[src/rtl/rtc_poll_seq.sv]
// Command sequencer for the RTC parallel-bus interface: periodic time/date
// refresh into a shadow bank plus on-demand single register writes.
module rtc_poll_seq #(
   parameter int unsigned POLL_DIV = 1_000_000,
   parameter int unsigned TIMEOUT  = 255
) (
   input  logic       clock,
   input  logic       reset,
   input  logic       poll_en,
   input  logic       wr_req,
   input  logic [7:0] wr_addr,
   input  logic [7:0] wr_data,
   input  logic [7:0] rtc_ready,
   input  logic [7:0] rtc_dato,
   output logic       writef,
   output logic [7:0] id_port,
   output logic [7:0] dpico,
   output logic [7:0] sec,
   output logic [7:0] min,
   output logic [7:0] hour,
   output logic [7:0] day,
   output logic [7:0] mon,
   output logic [7:0] year,
   output logic       busy,
   output logic       wr_pending,
   output logic       wr_ack,
   output logic       round_done,
   output logic       err
);

   localparam int unsigned PW = (POLL_DIV > 2) ? $clog2(POLL_DIV) : 1;
   localparam int unsigned TW = $clog2(TIMEOUT + 1);
   localparam logic [PW-1:0] POLL_RELOAD = PW'(POLL_DIV - 1);
   localparam logic [TW-1:0] TMO_LIMIT   = TW'(TIMEOUT);
   localparam logic [2:0]    LAST_IDX    = 3'd6;

   typedef enum logic [2:0] {
      IDLE,
      SET_DIR,
      SET_DATA,
      SET_FUNC,
      WAIT_LOW,
      WAIT_HIGH,
      CAPTURE,
      GAP
   } state_t;

   state_t        state_q, state_d;
   logic          op_wr_q, op_wr_d;
   logic [2:0]    idx_q, idx_d;
   logic [TW-1:0] tmo_q, tmo_d;
   logic [PW-1:0] poll_cnt_q, poll_cnt_d;
   logic          poll_flag_q, poll_flag_d;
   logic          wr_pending_q, wr_pending_d;
   logic [7:0]    wr_addr_q, wr_addr_d;
   logic [7:0]    wr_data_q, wr_data_d;
   logic          writef_q, writef_d;
   logic [7:0]    id_port_q, id_port_d;
   logic [7:0]    dpico_q, dpico_d;
   logic [7:0]    sec_q, sec_d, min_q, min_d, hour_q, hour_d;
   logic [7:0]    day_q, day_d, mon_q, mon_d, year_q, year_d;
   logic          busy_q, busy_d;
   logic          wr_ack_q, wr_ack_d;
   logic          round_done_q, round_done_d;
   logic          err_q, err_d;

   logic          poll_tick;
   logic          round_start;
   logic          load_en;
   logic          abort;
   logic [7:0]    rd_addr;

   always_comb begin
      state_d      = state_q;
      op_wr_d      = op_wr_q;
      idx_d        = idx_q;
      tmo_d        = tmo_q;
      poll_cnt_d   = poll_cnt_q;
      wr_pending_d = wr_pending_q;
      wr_addr_d    = wr_addr_q;
      wr_data_d    = wr_data_q;
      sec_d        = sec_q;
      min_d        = min_q;
      hour_d       = hour_q;
      day_d        = day_q;
      mon_d        = mon_q;
      year_d       = year_q;
      err_d        = err_q;
      wr_ack_d     = 1'b0;
      round_done_d = 1'b0;
      poll_tick    = 1'b0;
      round_start  = 1'b0;
      load_en      = 1'b0;
      abort        = 1'b0;

      if (poll_cnt_q == '0) begin
         poll_cnt_d = POLL_RELOAD;
         poll_tick  = 1'b1;
      end else begin
         poll_cnt_d = poll_cnt_q - 1'b1;
      end

      if (wr_req && !wr_pending_q) begin
         wr_pending_d = 1'b1;
         wr_addr_d    = wr_addr;
         wr_data_d    = wr_data;
      end

      case (state_q)
         IDLE: begin
            if (wr_pending_q) begin
               op_wr_d = 1'b1;
               state_d = SET_DIR;
            end else if (poll_en && poll_flag_q) begin
               op_wr_d     = 1'b0;
               idx_d       = '0;
               round_start = 1'b1;
               state_d     = SET_DIR;
            end
         end
         SET_DIR:  state_d = op_wr_q ? SET_DATA : SET_FUNC;
         SET_DATA: state_d = SET_FUNC;
         SET_FUNC: begin
            tmo_d   = TW'(1);
            state_d = WAIT_LOW;
         end
         WAIT_LOW: begin
            if (rtc_ready == 8'h00) begin
               state_d = WAIT_HIGH;
            end else if (tmo_q == TMO_LIMIT) begin
               abort = 1'b1;
            end
         end
         WAIT_HIGH: begin
            if (rtc_ready == 8'hFF) begin
               state_d = CAPTURE;
               if (op_wr_q) begin
                  wr_ack_d     = 1'b1;
                  wr_pending_d = 1'b0;
               end else begin
                  load_en = 1'b1;
               end
            end else if (tmo_q == TMO_LIMIT) begin
               abort = 1'b1;
            end
         end
         CAPTURE: begin
            state_d = GAP;
            if (!op_wr_q && idx_q == LAST_IDX) round_done_d = 1'b1;
         end
         GAP: begin
            if (!op_wr_q && idx_q != LAST_IDX) begin
               idx_d   = idx_q + 3'd1;
               state_d = SET_DIR;
            end else begin
               state_d = IDLE;
            end
         end
         default: state_d = IDLE;
      endcase

      // Saturating so a late WAIT_LOW exit cannot wrap and stretch the timeout.
      if ((state_q == WAIT_LOW || state_q == WAIT_HIGH) && tmo_q != TMO_LIMIT) begin
         tmo_d = tmo_q + 1'b1;
      end

      if (abort) begin
         state_d = IDLE;
         err_d   = 1'b1;
         if (op_wr_q) wr_pending_d = 1'b0;
      end

      if (load_en) begin
         case (idx_q)
            3'd1: sec_d  = rtc_dato;
            3'd2: min_d  = rtc_dato;
            3'd3: hour_d = rtc_dato;
            3'd4: day_d  = rtc_dato;
            3'd5: mon_d  = rtc_dato;
            3'd6: year_d = rtc_dato;
            default: ;
         endcase
      end

      poll_flag_d = poll_en && (poll_tick || (poll_flag_q && !round_start));

      // Bus outputs follow the next state so they are valid for the whole state cycle.
      rd_addr   = (idx_d == 3'd0) ? 8'h00 : {5'b00100, idx_d};
      writef_d  = 1'b0;
      id_port_d = '0;
      dpico_d   = '0;
      case (state_d)
         SET_DIR: begin
            writef_d = 1'b1;
            dpico_d  = op_wr_d ? wr_addr_q : rd_addr;
         end
         SET_DATA: begin
            writef_d  = 1'b1;
            id_port_d = 8'h02;
            dpico_d   = wr_data_q;
         end
         SET_FUNC: begin
            writef_d  = 1'b1;
            id_port_d = 8'h01;
            dpico_d   = op_wr_d ? 8'h02 : 8'h01;
         end
         default: ;
      endcase
      busy_d = (state_d != IDLE);
   end

   always_ff @(posedge clock or negedge reset) begin
      if (!reset) begin
         state_q      <= IDLE;
         op_wr_q      <= 1'b0;
         idx_q        <= '0;
         tmo_q        <= '0;
         poll_cnt_q   <= POLL_RELOAD;
         poll_flag_q  <= 1'b0;
         wr_pending_q <= 1'b0;
         wr_addr_q    <= '0;
         wr_data_q    <= '0;
         writef_q     <= 1'b0;
         id_port_q    <= '0;
         dpico_q      <= '0;
         sec_q        <= '0;
         min_q        <= '0;
         hour_q       <= '0;
         day_q        <= '0;
         mon_q        <= '0;
         year_q       <= '0;
         busy_q       <= 1'b0;
         wr_ack_q     <= 1'b0;
         round_done_q <= 1'b0;
         err_q        <= 1'b0;
      end else begin
         state_q      <= state_d;
         op_wr_q      <= op_wr_d;
         idx_q        <= idx_d;
         tmo_q        <= tmo_d;
         poll_cnt_q   <= poll_cnt_d;
         poll_flag_q  <= poll_flag_d;
         wr_pending_q <= wr_pending_d;
         wr_addr_q    <= wr_addr_d;
         wr_data_q    <= wr_data_d;
         writef_q     <= writef_d;
         id_port_q    <= id_port_d;
         dpico_q      <= dpico_d;
         sec_q        <= sec_d;
         min_q        <= min_d;
         hour_q       <= hour_d;
         day_q        <= day_d;
         mon_q        <= mon_d;
         year_q       <= year_d;
         busy_q       <= busy_d;
         wr_ack_q     <= wr_ack_d;
         round_done_q <= round_done_d;
         err_q        <= err_d;
      end
   end

   assign writef     = writef_q;
   assign id_port    = id_port_q;
   assign dpico      = dpico_q;
   assign sec        = sec_q;
   assign min        = min_q;
   assign hour       = hour_q;
   assign day        = day_q;
   assign mon        = mon_q;
   assign year       = year_q;
   assign busy       = busy_q;
   assign wr_pending = wr_pending_q;
   assign wr_ack     = wr_ack_q;
   assign round_done = round_done_q;
   assign err        = err_q;

endmodule

[config.mk]
export PLATFORM = sky130hd
export DESIGN_NAME = rtc_poll_seq
export DESIGN_NICKNAME = d
export VERILOG_FILES = /design/src/rtl/rtc_poll_seq.sv
export SDC_FILE = /design/constraint.sdc
export NUM_CORES = 1
export LEC_CHECK = 0
export CAP_MARGIN = 20
export CORE_ASPECT_RATIO = 0.5
export CORE_MARGIN = 4
export CORE_UTILIZATION = 40
export CTS_CLUSTER_SIZE = 10
export DETAILED_ROUTE_END_ITERATION = 7
export HOLD_SLACK_MARGIN = 0.02
export SYNTH_ARGS = -nofsm -noshare
export SYNTH_HDL_FRONTEND = slang
export SYNTH_SLANG_ARGS = --single-unit
[constraint.sdc]
create_clock -name clock -period 3.3 [get_ports clock]
set_clock_uncertainty 0.05 [all_clocks]
set_input_delay 0.66 -clock clock [delete_from_list [all_inputs] [get_ports clock]]
set_output_delay 0.66 -clock clock [all_outputs]
set_load 0.05 [all_outputs]
==> implementation parameters <==
Parameter                              Value

Drt
  Final wirelength    11.38 mm
  Drc violations    0
  DR iter-0 viols    208
  Count of TritonRoute iterations in the first routing pass    4
  Total number of vias    3604
  Vias per inst    4.985
  Detail Route Antenna Nets    0
  Final routed wire length divided by cell count    15.74 um

Logic synthesis
  Average cell area after synthesis    12.18 sq um
  Number of unique standard cell types used by synthesis    59
  Largest cells by area after synthesis    sky130_fd_sc_hd__dfrtp_1 49%, sky130_fd_sc_hd__mux2_2 14%, sky130_fd_sc_hd__dfstp_2 6.0%
  Most frequent cell after synthesis    sky130_fd_sc_hd__dfrtp_1
  Cell type with the highest aggregate area in the netlist    sky130_fd_sc_hd__dfrtp_1
  Post-synth EDFFs    0
  Mapped Cells    432
  Sequential cell area fraction in the yosys report    55.43%
  FFs w/ async S/R, synth    100.0%
  Total number of yosys warnings    0
  Primary flip-flop cell chosen by synthesis mapping    sky130_fd_sc_hd__dfrtp_1
  Yosys top cell area share    49.44%
  Area of the mapped netlist    5264 sq um
  Seq cells post-synth    116
  Commonest cells in the netlist    104 x sky130_fd_sc_hd__dfrtp_1, 64 x sky130_fd_sc_hd__mux2_2, 27 x sky130_fd_sc_hd__nand2_1

Final layout
  Antenna diodes    0
  Final design utilization    54.62%
  Share of cells above drive strength 1    24.23%
  Final Net Count    584
  Area added between synthesis and finish    32.54%
  Final standard cell area without fillers    6977 sq um
  Number of fillers in the final layout    1103
  Final instance count without filler cells    723

GRT
  Antenna violations before repair    0
  Total overflow reported by the global router    0
  Maximum number of pins on one net before global-route repair    52
  Global router's overall resource usage    16.07%
  First-pass GRT wire length    18.77 mm
  Vias in the first global route    3581

Pwr
  Final Total Pwr    4.516 mW
  Comb power frac    21.9%
  Max VDD drop    0.3354 mV
  Int Pwr    3.030 mW
  Switching fraction of total power    32.91%
  Clock group share of total power    39.9%
  Proportion of power drawn by flip-flops and latches    38.3%
  Power spent charging and discharging nets    1.486 mW
  Power per cell area    647.3 nW/um^2
  Static leakage    3.130 nW

Run
  Max-cap viol count    0

Timing
  Worst path setup slack after routing    0.7851 ns
  Number of failing setup endpoints in the final timing report    0
  Post-Route Setup TNS    0 ns
  Share of the cycle needed by the critical path after routing    76.21%
  Final critical-path required period    2.515 ns
  Fin Hold WS    0.1735 ns
  Max Slew Vio Count    0
  Max Clk Rate    397.6 MHz
  Max-slew headroom at the worst pin    55.09%
  Final hold violations    0
  RSZ-0062 raised after global routing    false
  Worst Tran Pin Value    0.6736 ns

Floorplan
  Height of the chip    89.12 um
  Effective utilization at floorplan    41.21%
  Overall die width    170.2 um
  Row Count    29
  Die area    15170 sq um
  Top-level I/O count    106
  Core footprint    12770 sq um

Clock tree
  Total of hold buffers inserted after clock tree synthesis    0
  CTS sink cnt    116
  Clock-pin transition on the worst setup and hold timing paths    0.06 ns
  Number of levels the H-tree was split into    4
  Bufs on Longest Clock Path    2
  Clock latency on the worst-skew pair    0.41 ns
  Post_cts resized    0
  CTS tree    done
  Post-CTS Setup Repair Bufs    0
  Number of CTS-inserted buffers    17
  Clock tree root buffer cell    sky130_fd_sc_hd__clkbuf_16

Worst setup path
  Largest fanout on the critical path    8
  Element type at the critical path start    input pin
  Critical setup path kind    input pin to flip-flop
  Data arrival, critical path    2.76 ns
  Kind of end point of the critical path    flip-flop
  Data required, critical path    3.55 ns

Placement
  GPL Wtd Cong    0.7450
  Placement-stage cell area    6394 sq um
  Pre-CTS WS    0.3690 ns
  Count of buffers from port buffering    99
  Inst Count DP    691
  Final HPWL DP    8.033 mm

Worst hold path
  Worst min-delay path class    input pin to async pin

Status
  Result of the run    finished, final reports clean
[placed cells by master (no fill, tap or decap), types with 3 or more instances in the layout]
| master | instances |
|---|---|
| sky130_fd_sc_hd__nor4_1 | 5 |
| sky130_fd_sc_hd__nand3_2 | 3 |
| sky130_fd_sc_hd__inv_6 | 3 |
| sky130_fd_sc_hd__nand2_1 | 27 |
| sky130_fd_sc_hd__and3_1 | 7 |
| sky130_fd_sc_hd__clkinv_4 | 4 |
| sky130_fd_sc_hd__dfstp_2 | 12 |
| sky130_fd_sc_hd__nor3_1 | 8 |
| sky130_fd_sc_hd__nand3_1 | 23 |
| sky130_fd_sc_hd__clkdlybuf4s50_1 | 98 |
| sky130_fd_sc_hd__nor2_1 | 22 |
| sky130_fd_sc_hd__clkinvlp_4 | 3 |
| sky130_fd_sc_hd__nand2b_1 | 6 |
| sky130_fd_sc_hd__nor3b_1 | 3 |
| sky130_fd_sc_hd__nor2b_1 | 4 |
| sky130_fd_sc_hd__nand4_1 | 5 |
| sky130_fd_sc_hd__clkbuf_16 | 17 |
| sky130_fd_sc_hd__mux2_2 | 64 |
| sky130_fd_sc_hd__a21oi_1 | 15 |
| sky130_fd_sc_hd__nor4_4 | 3 |
| sky130_fd_sc_hd__buf_4 | 6 |
| sky130_fd_sc_hd__mux2i_1 | 3 |
| sky130_fd_sc_hd__ha_1 | 8 |
| sky130_fd_sc_hd__and2_1 | 3 |
| sky130_fd_sc_hd__conb_1 | 6 |
| sky130_fd_sc_hd__dfrtp_1 | 104 |
| sky130_fd_sc_hd__o21ai_1 | 4 |
| sky130_fd_sc_hd__o21ai_0 | 17 |
| sky130_fd_sc_hd__xnor2_1 | 13 |
| sky130_fd_sc_hd__xor2_1 | 5 |
| sky130_fd_sc_hd__inv_1 | 8 |
[layout make-up]
type | count | area [sq um] | area share [%]
flip-flops and latches | 116 | 2918 | 41.82
well taps | 170 | 212.7 | 3.049
clock buffers | 18 | 429.2 | 6.151
inverters | 9 | 33.78 | 0.4842
repair buffers | 105 | 1046 | 14.99
clock inverters | 14 | 153.9 | 2.206
multi-input cells | 291 | 2183 | 31.29
[routing by layer]
layer	track usage [%]	part of all wire, %
met1	21.74	48
met2	25.18	46
met3	4.417	4.6
met4	5.870	1.3
met5	0	0
[final timing paths]
kind / to / startpoint / cells past startpoint / slack, ns
min reg2reg: poll_cnt_q[0]$_DFF_PN1_ / poll_cnt_q[0]$_DFF_PN1_ / 1 / 0.40
min in group clock: poll_cnt_q[0]$_DFF_PN1_ / poll_cnt_q[0]$_DFF_PN1_ / 1 / 0.40
max reg2reg: dpico[0]$_DFF_PN0_ / state_q[1]$_DFF_PN0_ / 6 / 0.95
max: day[3]$_DFFE_PN0P_ / rtc_ready[6] / 6 / 0.79
max in group asynchronous: poll_cnt_q[14]$_DFF_PN1_ / reset / 2 / 2.20
min: hour[3]$_DFFE_PN0P_ / reset / 1 / 0.17
[registers in the layout, summed over array words and instances, names as in the netlist, 2 cells and up]
register	flops
day	8
dpico	8
hour	8
id_port	2
idx_q	3
min	8
mon	8
poll_cnt_q	20
sec	8
state_q	3
tmo_q	8
wr_addr_q	8
wr_data_q	8
year	8
[cell families (layout without fill, tap and decap cells)]
family,after synthesis,after routing,synth area share [%]
AND/OR/NAND/NOR,134,134,14.76
adder cells (fa/ha/maj),8,8,1.902
AO/OA/AOI/OAI,58,58,7.131
multiplexers,67,67,14.26
XOR/XNOR,18,18,2.995
flip-flops,116,116,55.43
other,1,6,0.07124
buffers and inverters,30,146,3.446
[power by group through the flow]
stage               Combinational [mW]  Sequential [mW]  Clock [mW]
finish                           0.987             1.73        1.80
global route                      1.09             1.75        1.91
CTS                              0.999             1.73        1.85
detailed placement               0.992             1.75           0
global placement                 0.991             1.75           0
floorplan                        0.618             1.84           0
[worst max-delay path: stages]
cell and delay (ns):
sky130_fd_sc_hd__clkdlybuf4s50_1 0.48, sky130_fd_sc_hd__nand4_1 0.16, sky130_fd_sc_hd__or2_4 0.32, sky130_fd_sc_hd__nor3_4 0.29, sky130_fd_sc_hd__and3_1 0.47, sky130_fd_sc_hd__mux2_2 0.39
Power figures use the tool's default switching activity.
